==> config.mk <==
export PLATFORM = sky130hd
export DESIGN_NAME = decoder
export DESIGN_NICKNAME = d
export VERILOG_FILES = /design/src/rtl/syzyf_code_pkg.sv /design/src/rtl/decoder_syndrome_eval.sv /design/src/rtl/decoder.sv
export SDC_FILE = /design/constraint.sdc
export NUM_CORES = 1
export LEC_CHECK = 0
export ABC_AREA = 1
export ABC_CLOCK_PERIOD_IN_PS = 14950
export BUFFER_PORTS_ARGS = -buffer_cell sky130_fd_sc_hd__buf_2
export CAP_MARGIN = 20
export CORE_UTILIZATION = 40
export CTS_BUF_LIST = sky130_fd_sc_hd__clkbuf_4
export DETAILED_ROUTE_END_ITERATION = 16
export GPL_ROUTABILITY_DRIVEN = 0
export SYNTH_ARGS = -nofsm -noshare
export SYNTH_HDL_FRONTEND = slang
export SYNTH_SLANG_ARGS = --single-unit
==> constraint.sdc <==
create_clock -name clk -period 14.95 [get_ports clk]
set_input_delay 2.2425 -clock clk [delete_from_list [all_inputs] [get_ports clk]]
set_output_delay 2.2425 -clock clk [all_outputs]
set_load 0.05 [all_outputs]
==> src/rtl/syzyf_code_pkg.sv <==
// Shared geometry, status and FSM encodings for the 128-bit table-parity code.
package syzyf_code_pkg;

  localparam int unsigned ROWS = 8;
  localparam int unsigned COLS = 8;

  // Bit offsets of the parity bytes within the 64-bit check field
  localparam int unsigned ROW_OFS  = 56;
  localparam int unsigned COL_OFS  = 48;
  localparam int unsigned DIAG_OFS = 40;
  localparam int unsigned ANTI_OFS = 32;

  localparam logic [1:0] ST_CLEAN     = 2'd0;
  localparam logic [1:0] ST_DATA_FIX  = 2'd1;
  localparam logic [1:0] ST_CHECK_FIX = 2'd2;
  localparam logic [1:0] ST_UNCORR    = 2'd3;

  typedef enum logic [1:0] {
    StIdle,
    StAccum,
    StEval,
    StHold
  } dec_state_e;

  // Position of the highest set bit; only meaningful for one-hot input
  function automatic logic [2:0] onehot_idx(input logic [7:0] v);
    logic [2:0] idx;
    idx = 3'd0;
    for (int unsigned i = 0; i < 8; i++) begin
      if (v[i]) idx = 3'(i);
    end
    return idx;
  endfunction

endpackage

==> src/rtl/decoder_syndrome_eval.sv <==
// Classifies the 32 syndrome bits plus the reserved field into a status and error location.
module decoder_syndrome_eval
  import syzyf_code_pkg::*;
(
  input  logic [7:0]  s_row,
  input  logic [7:0]  s_col,
  input  logic [7:0]  s_diag,
  input  logic [7:0]  s_anti,
  input  logic [31:0] reserved,
  output logic [1:0]  cls,
  output logic [2:0]  err_r,
  output logic [2:0]  err_c
);

  logic [2:0] r_idx;
  logic [2:0] c_idx;
  logic [2:0] d_idx;
  logic [2:0] a_idx;
  logic       all_zero;
  logic       single_data;

  // Decode candidate location and test it against the diagonal and anti-diagonal
  always_comb begin
    r_idx       = onehot_idx(s_row);
    c_idx       = onehot_idx(s_col);
    d_idx       = c_idx - r_idx;
    a_idx       = c_idx + r_idx;
    all_zero    = ({s_row, s_col, s_diag, s_anti, reserved} == 64'd0);
    single_data = $onehot(s_row) && $onehot(s_col) &&
                  (s_diag == (8'd1 << d_idx)) && (s_anti == (8'd1 << a_idx)) &&
                  (reserved == 32'd0);
    cls   = ST_UNCORR;
    err_r = 3'd0;
    err_c = 3'd0;
    if (all_zero) begin
      cls = ST_CLEAN;
    end else if (single_data) begin
      cls   = ST_DATA_FIX;
      err_r = r_idx;
      err_c = c_idx;
    end else if ($onehot({s_row, s_col, s_diag, s_anti, reserved})) begin
      cls = ST_CHECK_FIX;
    end
  end

endmodule

==> src/rtl/decoder.sv <==
// Row-serial table-parity decoder: accumulates parities over 8 cycles, then corrects and reports.
module decoder
  import syzyf_code_pkg::*;
(
  input  logic         clk,
  input  logic         rst_n,
  input  logic         in_valid,
  output logic         in_ready,
  input  logic [127:0] codeword,
  input  logic         debug_mode,
  output logic         out_valid,
  input  logic         out_ready,
  output logic [63:0]  data_out,
  output logic [1:0]   status,
  output logic [2:0]   err_row,
  output logic [2:0]   err_col
);

  dec_state_e   state;
  logic [2:0]   cnt;
  logic [127:0] cw;
  logic [7:0]   acc_row;
  logic [7:0]   acc_col;
  logic [7:0]   acc_diag;
  logic [7:0]   acc_anti;

  logic [7:0]   row_bits;
  logic [7:0]   diag_rot;
  logic [7:0]   anti_rot;
  logic [1:0]   cls;
  logic [2:0]   fix_r;
  logic [2:0]   fix_c;

  // debug_mode never influences the datapath
  logic unused_debug;
  assign unused_debug = debug_mode;

  assign in_ready = rst_n && (state == StIdle);

  // Current row, remapped so bit i lands on diagonal / anti-diagonal index i
  always_comb begin
    row_bits = cw[64 + {cnt, 3'b000} +: COLS];
    for (int unsigned i = 0; i < 8; i++) begin
      diag_rot[i] = row_bits[3'(i) + cnt];
      anti_rot[i] = row_bits[3'(i) - cnt];
    end
  end

  decoder_syndrome_eval u_eval (
    .s_row    (acc_row  ^ cw[ROW_OFS  +: 8]),
    .s_col    (acc_col  ^ cw[COL_OFS  +: 8]),
    .s_diag   (acc_diag ^ cw[DIAG_OFS +: 8]),
    .s_anti   (acc_anti ^ cw[ANTI_OFS +: 8]),
    .reserved (cw[31:0]),
    .cls      (cls),
    .err_r    (fix_r),
    .err_c    (fix_c)
  );

  // Control FSM with registered result outputs
  always_ff @(posedge clk or negedge rst_n) begin
    if (!rst_n) begin
      state     <= StIdle;
      cnt       <= 3'd0;
      cw        <= 128'd0;
      acc_row   <= 8'd0;
      acc_col   <= 8'd0;
      acc_diag  <= 8'd0;
      acc_anti  <= 8'd0;
      out_valid <= 1'b0;
      data_out  <= 64'd0;
      status    <= ST_CLEAN;
      err_row   <= 3'd0;
      err_col   <= 3'd0;
    end else begin
      unique case (state)
        StIdle: begin
          if (in_valid) begin
            cw       <= codeword;
            cnt      <= 3'd0;
            acc_row  <= 8'd0;
            acc_col  <= 8'd0;
            acc_diag <= 8'd0;
            acc_anti <= 8'd0;
            state    <= StAccum;
          end
        end
        StAccum: begin
          acc_row[cnt] <= ^row_bits;
          acc_col      <= acc_col ^ row_bits;
          acc_diag     <= acc_diag ^ diag_rot;
          acc_anti     <= acc_anti ^ anti_rot;
          cnt          <= cnt + 3'd1;
          if (cnt == 3'(ROWS - 1)) state <= StEval;
        end
        StEval: begin
          status    <= cls;
          err_row   <= fix_r;
          err_col   <= fix_c;
          data_out  <= (cls == ST_DATA_FIX) ? (cw[127:64] ^ (64'd1 << {fix_r, fix_c}))
                                            : cw[127:64];
          out_valid <= 1'b1;
          state     <= StHold;
        end
        StHold: begin
          if (out_ready) begin
            out_valid <= 1'b0;
            state     <= StIdle;
          end
        end
        default: state <= StIdle;
      endcase
    end
  end

endmodule

; ---- Word-level counts from Yosys, hierarchy flattened
; Index checks and enable logic that the tools add are counted.
[word_totals]
output_inout_bits = 74
input_bits = 133
word_cells = 235
regBits = 238
[op_classes]
add_sub_neg = 95
n_eq_ne = 13
n_shift = 4
mux = 70
n_reduce_logical = 16
n_lt_le_gt_ge = 17
n_bitwise = 8
[op_table]
columns = op, count
row1 = $add 7x7->7, 31
row2 = $shiftx 128x9->8, 1
row3 = $add 1x1->2, 40
row4 = $logic_not 64->1, 1
row5 = $lt 3x4->1 const B, 16
row6 = $mux 64, 1
row7 = $pmux 8 s2, 4
row8 = $shl 1x6->64 const A, 1
row9 = $xor 64x64->64, 1
row10 = $xor 8x8->8, 7
row11 = $bmux 1 s3, 16
row12 = $mux 3, 13
row13 = $logic_not 32->1, 1
row14 = $add 4x4->4, 6
row15 = $mux 1, 21
row16 = $mux 2, 9
row17 = $eq 8x8->1, 2
row18 = $shl 1x3->8 const A, 2
row19 = $add 3x3->3 const A, 4
row20 = $sub 3x3->3 const A, 4
row21 = $add 7x6->8 const A, 1
row22 = $bwmux 8, 1
row23 = $eq 4x1->1 const B, 2
row24 = $mux 8, 1
row25 = other kinds (22), 37

; ---- Logic depth before layout (Yosys ltp)
; Gate-level depths: netlist of the first run.
[logic_depth]
ltp_word = 19
mapped_depth = 27
mapped_depth_nobuf = 26

; ---- By module
; A second synthesis of the first run with hierarchy kept.
[unflattened]
hier_cells = 2008
hier_area_um2 = 15852.7
[by_module_without_submodules]
columns = module, area_per_inst_um2, seq_area_each_um2, cells_per_inst, instances
row1 = decoder, 12359.4, 5955.7, 1548, 1
row2 = decoder_syndrome_eval, 3493.4, 0.0, 460, 1

; ---- Worst setup path after synthesis of the first run
; OpenSTA, ideal clock, no wires.
[synth_timing]
kind = register -> register
startpoint = register cw[60]
endpoint = register status[0]
setup_time_ns = 0.127
arrival_ns = 6.025
path_buffers = 0
path_stages_with_launch = 23
synth_period_minus_slack_ns = 6.152
required_ns = 14.823
slack_ns = 8.798
path_cell_list = dfrtp_1 > xor2_1 > inv_1 > ha_1 > fa_1 > inv_1 > fa_1 > fa_1 > inv_1 > fa_1 > inv_1 > fa_1 > fa_1 > inv_1 > fa_1 > ha_1 > inv_1 > fa_1 > inv_1 > nor4_1 > o211ai_1 > a211oi_1 > o21ai_0
[synth_via]
elab_chain_cells = 13
word_cells_on_any_way = 30
classes_between = add/sub (11) / eq/ne (4) / shift (2) / mux (7) / bitwise (1) / reduce/logical (5)
[synth_lines]
columns = element, line
row1 = from (decl), decoder.sv:21  ; logic [127:0] cw;
row2 = from (signal assigned), decoder.sv:79  ; cw <= codeword;
row3 = $xor 8x8->8 *, decoder.sv:50  ; .s_row (acc_row ^ cw[ROW_OFS +: 8]),
row4 = branches (longest 11 deep; another with $add 7x7->7), --
row5 = $mux 2 *, decoder_syndrome_eval.sv:35  ; if (all_zero) begin
row6 = to (signal assigned), decoder.sv:97  ; status <= cls;
row7 = to (decl), decoder.sv:14  ; output logic [1:0] status,
; Mark *: on every way between the ends.
; A chain may end at the register's enable or synchronous reset.

; ---- Worst setup path in the final report of the first run
[layout_timing]
startpoint = register acc_row[4]
endpoint = register status[0]
[layout_via]
elab_chain_cells = 13
word_cells_on_any_way = 30
classes_between = add/sub (11) / eq/ne (4) / shift (2) / mux (7) / bitwise (1) / reduce/logical (5)
[layout_lines]
columns = element, line
row1 = from (decl), decoder.sv:22  ; logic [7:0] acc_row;
row2 = "from (signal, indexed assignment)", decoder.sv:89  ; acc_row[cnt] <= ^row_bits;
row3 = $xor 8x8->8 *, decoder.sv:50
row4 = branches (longest 11 deep; another with $add 7x7->7), --
row5 = $mux 2 *, decoder_syndrome_eval.sv:35
; Marks and branches as above.

==> results of run 1 <==
## sequential cells by signal, indices dropped and copies added (netlist names), 3 cells and up
register,count
cnt,3
acc_col,8
acc_anti,8
acc_diag,8
data_out,64
err_col,3
err_row,3
cw,128
acc_row,8
## final cells by class
class                   instances  area share, %
diodes                          6         0.0815
clock buffers                 100           4.07
clock inverters                25           1.08
inverters                     303           6.17
multi-input cells            1362           46.1
flip-flops and latches        238           32.3
well taps                     518           3.52
repair buffers                222           6.65
## logic make-up after synthesis
kind of cell,synth area share (%)
flops,37.3
compound gates,8.33
simple gates,23.9
xor+xnor,2.14
buf+inv,9.42
fa+ha+maj,15.9
mux,2.98
## through the flow
step / util [%] / hold slack, ps / worst slack (ps)
finish: 47.2 / 476 / 8310
global route: 47.2 / 493 / 7870
CTS: 47.0 / 480 / 8250
detailed placement: 44.5 / 464 / 8230
global placement: 44.5 / 458 / 8330
floorplan: - / 465 / 8800
## cell usage in the layout, fill, tap and decap left out, types with 51 or more instances in the layout
| master | synthesis | routed |
|---|---|---|
| nand2_1 | 436 | 435 |
| inv_1 | 291 | 290 |
| dfrtp_1 | 238 | 238 |
| buf_2 | 16 | 204 |
| nor2_1 | 171 | 171 |
| a21oi_1 | 169 | 169 |
| nand3_1 | 121 | 121 |
| nand4_1 | 108 | 108 |
| clkbuf_4 | 0 | 100 |
| ha_1 | 94 | 93 |
| fa_1 | 68 | 68 |
| o21ai_0 | 52 | 51 |
## worst reg2reg max path: stages, from the launching register on
cell and delay, ps:
dfrtp_1 410, xor2_1 390, inv_1 90, ha_1 330, fa_1 600, inv_1 80, fa_1 500, fa_1 540
inv_1 50, fa_1 530, inv_1 60, fa_1 440, fa_1 510, inv_1 50, fa_1 530, ha_1 160
inv_1 50, fa_1 470, inv_1 40, nor4_1 250, o211ai_1 140, a211oi_1 220, o21ai_0 90
## metal layers
layer,track usage [%],routed length (um)
met5,0,13
met3,6.49,4100
met2,37.1,21900
met4,8.69,1410
met1,33.6,21700
## path summary, 6_finish.rpt
path                                           from                       end  slack, ps  cells after the start
max                          acc_row[4]$_DFFE_PN0P_     status[0]$_DFFE_PN0P_       8310                     22
min                        data_out[12]$_DFFE_PN0P_  data_out[12]$_DFFE_PN0P_        480                      2
max reg2reg                  acc_row[4]$_DFFE_PN0P_     status[0]$_DFFE_PN0P_       8310                     22
min reg2reg                data_out[12]$_DFFE_PN0P_  data_out[12]$_DFFE_PN0P_        480                      2
max in group asynchronous                     rst_n  data_out[24]$_DFFE_PN0P_      12050                      2
min in group asynchronous                     rst_n   acc_anti[2]$_DFFE_PN0P_       1530                      1
==> impl_metrics.py, run 1 <==
metrics = {
    "timing": {
        "min_period_ps": 6640,
        "period_share_pct": 44.4,
        "setup_violations": 0,
        "fin_worst_skew_ps": 53.5,
        "hold_viol": 0,
        "setup_tns_ps": 0,
        "worst_pin_slew_ps": 1160,
        "finalMaxSlewViolations": 0,
        "relSlewSlack_pct": 22.2,
        "max_clock_freq_mhz": 151,
        "rsz0062_at_grt": "no",
    },
    "synthesis": {
        "synth-seq-area-share_pct": 37.3,
        "synth_top_cell_area_share_pct": 37.3,
        "yosysTopAreaCell": "dfrtp_1",
        "synthesis.instances": 1995,
        "yosysMostFrequentCell": "nand2_1",
        "synth_edf_count": 0,
        "avgSynthCellArea_um2": 7.99,
        "ys_warn_count": 0,
        "ys_seq_elements": 238,
        "ys_types": 35,
        "ys.flop_type": "dfrtp_1",
        "async_reset_ff_share_pct": 100,
        "synth_area_leaders": "dfrtp_1, nand2_1, fa_1",
        "synthTopCellsByCount": "nand2_1, inv_1, dfrtp_1",
        "synth_area_mm2": 0.0159,
        "synth_nets": 2290,
    },
    "clock_network": {
        "post_cts_buffers": 0,
        "htree_num_levels": 3,
        "cts_tree": "yes",
        "cts.reportedPaths.clkPinSlew_ps": 60,
        "clock-sinks": 238,
        "cts_resized": 0,
        "hold_buffers": 0,
        "cts_buffer_depth": 3,
        "root_buffer": "clkbuf_4",
        "cts_buffers": 71,
        "clock_latency_ps": 790,
    },
    "global_routing": {
        "grt_pass1_vias": 14100,
        "grt-ovfl-total": 0,
        "antenna_found_initial": 3,
        "grt_usage_pct": 24.5,
        "grt_max_degree": 97,
        "grt_pass1_wl_mm": 76.9,
    },
    "flow_run": {
        "cap_violations": 0,
    },
    "final_layout": {
        "finalInstanceArea_mm2": 0.0184,
        "nets": 2493,
        "fill_cells": 3933,
        "multiInputGateArea_mm2": 0.00850,
        "stdcell_count": 2774,
        "final_layout_size_suffix_gt1_share_pct": 17.2,
        "syn_to_final_growth_pct": 15.6,
        "seq_area_mm2": 0.00596,
    },
    "worst_setup_path": {
        "path_class": "flip-flop to flip-flop",
        "cpLargestDelayFamily": "adder cells",
        "path_cells": "xor2_1 -> inv_1 -> ha_1 -> fa_1 -> inv_1 -> fa_1 -> fa_1 -> inv_1 -> fa_1 -> inv_1 -> fa_1 -> fa_1 -> inv_1 -> fa_1 -> ha_1 -> inv_1 -> fa_1 -> inv_1 -> nor4_1 -> o211ai_1 -> a211oi_1 -> o21ai_0",
        "max_stage_delay_ps": 600,
        "path_buf_inv": 7,
        "critPathLaunchType": "flip-flop",
        "cp.required_ps": 15600,
        "cp.arrival_ps": 7290,
        "cp-end-kind": "flip-flop",
        "worst_path_most_repeated_cell": "fa_1",
        "cp_max_fo": 4,
        "crit_slowest_cell": "fa_1",
    },
    "detailed_routing": {
        "drc": 0,
        "num_vias": 14500,
        "antenna_left": 0,
        "wl_per_cell_um": 17.7,
        "drt_wl_total_mm": 49.1,
        "drt_iter0_markers": 994,
        "via_per_inst": 5.21,
        "drt_first_pass_iters": 9,
    },
    "place": {
        "place_area_mm2": 0.0174,
        "dpl.hpwl_mm": 36.1,
        "port-buffer-count": 205,
        "placed_cells": 2639,
    },
    "floorplanning": {
        "die_height_um": 202,
        "core_mm2": 0.0390,
        "ios": 207,
        "floorplan.initialDensity_pct": 40.9,
        "rows": 72,
        "die-area_mm2": 0.0407,
        "die_x_um": 202,
    },
    "hold_path": {
        "hold_path.class": "flip-flop to flip-flop",
    },
    "outcome": {
        "status": "completed",
    },
}
Power of run 1 is not shown: default switching activity piles up to over one toggle a cycle in this logic, so the estimate is an artifact.
==> inputs of run 2 (changes only) <==
ABC_CLOCK_PERIOD_IN_PS = 5600   (was 14950)
clock period = 5.6 ns   (was 14.95 ns; I/O delays follow)
==> impl_metrics.py, run 2 (same netlist as run 1, synthesis figures left out) <==
metrics = {
    "outcome": {
        "status": "complete, but fails checks",
        "failed_checks": "setup timing",
    },
    "worst_setup_path": {
        "cp.required_ps": 6210,
        "cp-end-kind": "flip-flop",
        "path_class": "flip-flop to flip-flop",
        "path_buf_inv": 9,
        "cp_max_fo": 2,
        "path_cells": "xor2_1 -> inv_1 -> ha_1 -> inv_2 -> fa_1 -> inv_1 -> fa_1 -> inv_2 -> fa_1 -> inv_1 -> fa_1 -> inv_2 -> fa_2 -> inv_2 -> fa_2 -> fa_1 -> ha_2 -> inv_2 -> fa_1 -> inv_1 -> nor4_2 -> o211ai_1 -> a211oi_2 -> o21ai_1",
        "critPathLaunchType": "flip-flop",
        "max_stage_delay_ps": 580,
        "cpLargestDelayFamily": "adder cells",
        "worst_path_most_repeated_cell": "fa_1",
        "crit_slowest_cell": "fa_1",
        "cp.arrival_ps": 6710,
    },
    "final_layout": {
        "syn_to_final_growth_pct": 21.3,
        "mostFrequentLayoutCells": "nand2_1, inv_1, dfrtp_1",
        "reg_top3": "cw (128), data_out (64)",
        "top_register": "cw",
        "largest_reg_flops": 128,
        "final_layout_size_suffix_gt1_share_pct": 22.5,
        "final_common_cell": "nand2_1",
        "nets": 2606,
    },
    "detailed_routing": {
        "wl_per_cell_um": 17.5,
        "highest_layer": "met4",
        "num_vias": 14700,
        "drt_wl_total_mm": 50.2,
        "antenna_left": 0,
        "wl_met3_mm": 3.71,
        "route.met2.wl_mm": 22.3,
        "via_per_inst": 5.11,
        "drt_first_pass_iters": 6,
        "wl_met1_mm": 22.5,
        "drt_iter0_markers": 1105,
        "drc": 0,
    },
    "timing": {
        "min_period_ps": 6100,
        "worst_pin_slew_ps": 972,
        "rsz0062_at_grt": "yes",
        "max_clock_freq_mhz": 164,
        "period_share_pct": 109,
        "whs_ps": 59.0,
        "hold_viol": 0,
        "relSlewSlack_pct": 35.2,
        "setup_slack_ps": -499,
        "finalMaxSlewViolations": 0,
        "fin_worst_skew_ps": 48.9,
        "setup_violations": 1,
    },
    "floorplanning": {
        "die-area_mm2": 0.0407,
        "core_mm2": 0.0390,
        "die_x_um": 202,
        "rows": 72,
        "die_height_um": 202,
        "ios": 207,
        "floorplan.initialDensity_pct": 40.9,
    },
    "place": {
        "dpl.hpwl_mm": 37.3,
        "port-buffer-count": 205,
    },
    "global_routing": {
        "antenna_found_initial": 1,
        "grt_max_degree": 164,
        "grt_pass1_vias": 14400,
        "grt_pass1_wl_mm": 78.9,
        "grt-ovfl-total": 0,
        "grt_usage_pct": 25.0,
    },
    "clock_network": {
        "cts_buffers": 72,
        "clock_latency_ps": 750,
        "cts_buffer_depth": 3,
        "htree_num_levels": 3,
        "cts_tree": "yes",
        "cts.reportedPaths.clkPinSlew_ps": 60,
        "hold_buffers": 0,
        "root_buffer": "clkbuf_4",
        "clock-sinks": 238,
    },
    "flow_run": {
        "cap_violations": 0,
    },
    "hold_path": {
        "hold_path.class": "input port to asynchronous set/reset pin",
    },
}
-- run 2: final timing paths --
check,end,depth (start not counted),slack (ps),start
worst max-delay path,status[0]$_DFFE_PN0P_,24,-500,acc_diag[0]$_DFFE_PN0P_
min in group clk,cw[31]$_DFFE_PN0P_,3,330,codeword[31]
max in group asynchronous,cw[127]$_DFFE_PN0P_,2,4210,rst_n
worst max register to register,status[0]$_DFFE_PN0P_,24,-500,acc_diag[0]$_DFFE_PN0P_
worst min-delay path,out_valid$_DFFE_PN0P_,1,60,rst_n
worst min register to register,data_out[10]$_DFFE_PN0P_,2,470,data_out[10]$_DFFE_PN0P_
-- run 2: layer usage --
metal	global-route usage, %	vias to the layer above
met3	4.92	97
li1	-	7078
met4	9.69	0
met1	35.5	6944
met2	37.6	581
met5	0	-
-- run 2: final cells by class --
type                    count  area, um2
inverters                 303       1140
fillers                  3893      19700
flip-flops and latches    238       5960
well taps                 518        648
multi-input cells        1362       8660
diodes                      1       2.50
clock inverters            22        143
repair buffers            334       2070
clock buffers              98        736
-- run 2: timing repair --
action                     in CTS  in global routing
setup endpoints to repair       1                 57
pin swaps                       1                 15
resized for setup               6                 14
setup buffers                   0                  5
-- run 2: metrics by stage --
| stage | instances | worst slack, ps | TNS, ps | util [%] | area (um2) |
|---|---|---|---|---|---|
| floorplan | 1995 | -199 | -199 | - | 16000 |
| global placement | 2749 | -449 | -449 | 46.9 | 18300 |
| detailed placement | 2749 | -609 | -609 | 46.9 | 18300 |
| CTS | 2869 | -491 | -491 | 49.3 | 19200 |
| global route | 2876 | -675 | -676 | 49.6 | 19300 |
| finish | 2876 | -499 | -499 | 49.6 | 19300 |
Power of run 2 is left out for the same reason.
==> inputs of run 3 (changes only) <==
ABC_CLOCK_PERIOD_IN_PS = 7900   (was 5600)
CAP_MARGIN = not set   (was 20)
clock period = 7.9 ns   (was 5.6 ns; I/O delays follow)
==> impl_metrics.py, run 3 (same netlist as run 1, synthesis figures left out) <==
metrics = {
    "outcome": {
        "status": "completed",
    },
    "floorplanning": {
        "floorplan.initialDensity_pct": 40.9,
        "die_height_um": 202,
        "die_x_um": 202,
        "rows": 72,
        "core_mm2": 0.0390,
        "ios": 207,
        "die-area_mm2": 0.0407,
    },
    "final_layout": {
        "reg_top3": "cw (128), data_out (64)",
        "top_register": "cw",
        "mostFrequentLayoutCells": "nand2_1, inv_1, dfrtp_1",
        "final_common_cell": "nand2_1",
        "nets": 2492,
        "final_layout_size_suffix_gt1_share_pct": 17.4,
        "syn_to_final_growth_pct": 14.7,
        "largest_reg_flops": 128,
    },
    "hold_path": {
        "hold_path.class": "input port to asynchronous set/reset pin",
    },
    "clock_network": {
        "cts_tree": "yes",
        "clock_latency_ps": 790,
        "root_buffer": "clkbuf_4",
        "cts_buffers": 73,
        "cts_buffer_depth": 3,
        "post_cts_buffers": 0,
        "clock-sinks": 238,
        "cts_resized": 0,
        "htree_num_levels": 3,
        "hold_buffers": 0,
        "cts.reportedPaths.clkPinSlew_ps": 70,
    },
    "global_routing": {
        "grt-ovfl-total": 0,
        "grt_max_degree": 155,
        "grt_pass1_wl_mm": 76.9,
        "grt_pass1_vias": 14100,
        "antenna_found_initial": 1,
        "grt_usage_pct": 24.5,
    },
    "worst_setup_path": {
        "path_class": "flip-flop to flip-flop",
        "cp_max_fo": 4,
        "cp.arrival_ps": 7390,
        "cp.required_ps": 8510,
        "cp-end-kind": "flip-flop",
        "critPathLaunchType": "flip-flop",
    },
    "timing": {
        "period_share_pct": 85.8,
        "rsz0062_at_grt": "no",
        "fin_worst_skew_ps": 85.6,
        "finalMaxSlewViolations": 0,
        "hold_viol": 0,
        "setup_violations": 0,
        "worst_pin_slew_ps": 1140,
        "setup_tns_ps": 0,
        "min_period_ps": 6780,
        "max_clock_freq_mhz": 148,
        "relSlewSlack_pct": 23.9,
    },
    "place": {
        "dpl.hpwl_mm": 36.1,
        "port-buffer-count": 205,
    },
    "detailed_routing": {
        "drt_first_pass_iters": 5,
        "antenna_left": 0,
        "drc": 0,
        "via_per_inst": 5.21,
        "num_vias": 14400,
        "drt_wl_total_mm": 49.2,
        "wl_per_cell_um": 17.8,
        "drt_iter0_markers": 1293,
    },
    "flow_run": {
        "cap_violations": 0,
    },
}
-- run 3: changes by cell type in the layout (fill, tap and decap cells not counted), sizes merged --
cell      previous run  this run
clkinv              18        19
inv                304       302
clkbuf              98       106
buf                334       219
clkinvlp             1         3
bufinv               2         0
-- run 3: worst paths after layout --
check                                    startpoint                       end  slack, ps  cells past startpoint
max                          acc_row[4]$_DFFE_PN0P_     status[0]$_DFFE_PN0P_       1120                     22
min                                           rst_n     out_valid$_DFFE_PN0P_        430                      1
max reg2reg                  acc_row[4]$_DFFE_PN0P_     status[0]$_DFFE_PN0P_       1120                     22
min reg2reg                data_out[13]$_DFFE_PN0P_  data_out[13]$_DFFE_PN0P_        480                      2
max in group asynchronous                     rst_n  data_out[47]$_DFFE_PN0P_       6060                      2
min in group clk           data_out[13]$_DFFE_PN0P_  data_out[13]$_DFFE_PN0P_        480                      2
-- run 3: cell type report --
cell class,instances,area [um2]
Antenna cell,1,2.50
Clock buffer,106,796
Clock inverter,21,93.8
Fill cell,3909,20700
Inverter,303,1140
Multi-Input combinational cell,1362,8500
Sequential cell,238,5960
Tap cell,518,648
Timing Repair Buffer,219,1150
-- run 3: stage by stage --
step / hold slack (ps) / instances / instance area, um2 / utilization, % / setup slack [ps]
floorplan: 465 / 1995 / 15900 / - / 1750
global placement: 459 / 2640 / 17400 / 44.6 / 1310
detailed placement: 461 / 2640 / 17400 / 44.6 / 1200
CTS: 383 / 2767 / 18300 / 46.9 / 1160
global route: 424 / 2768 / 18300 / 46.9 / 789
finish: 425 / 2768 / 18300 / 46.9 / 1120
-- run 3: worst max-delay path: stages (launching register included) --
cell and delay (ps):
dfrtp_1 400, xor2_1 390, inv_1 90, ha_1 330, fa_1 600, inv_1 80
fa_1 510, fa_1 540, inv_1 50, fa_1 530, inv_1 60, fa_1 440
fa_1 510, inv_1 60, fa_1 540, ha_1 160, inv_1 50, fa_1 470
inv_1 40, nor4_1 290, o211ai_1 150, a211oi_1 220, o21ai_0 90
-- run 3: routing by layer --
metal / vias up / part of all wire, % / wire [um] / global-route usage, %
met5: - / 0 / 0 / 0
met3: 103 / 8.2 / 4020 / 5.28
met1: 6864 / 44 / 21800 / 34.2
li1: 6867 / - / - / -
met2: 583 / 44 / 21900 / 36.7
met4: 0 / 3.2 / 1580 / 10.4
Power of run 3 is left out for the same reason.
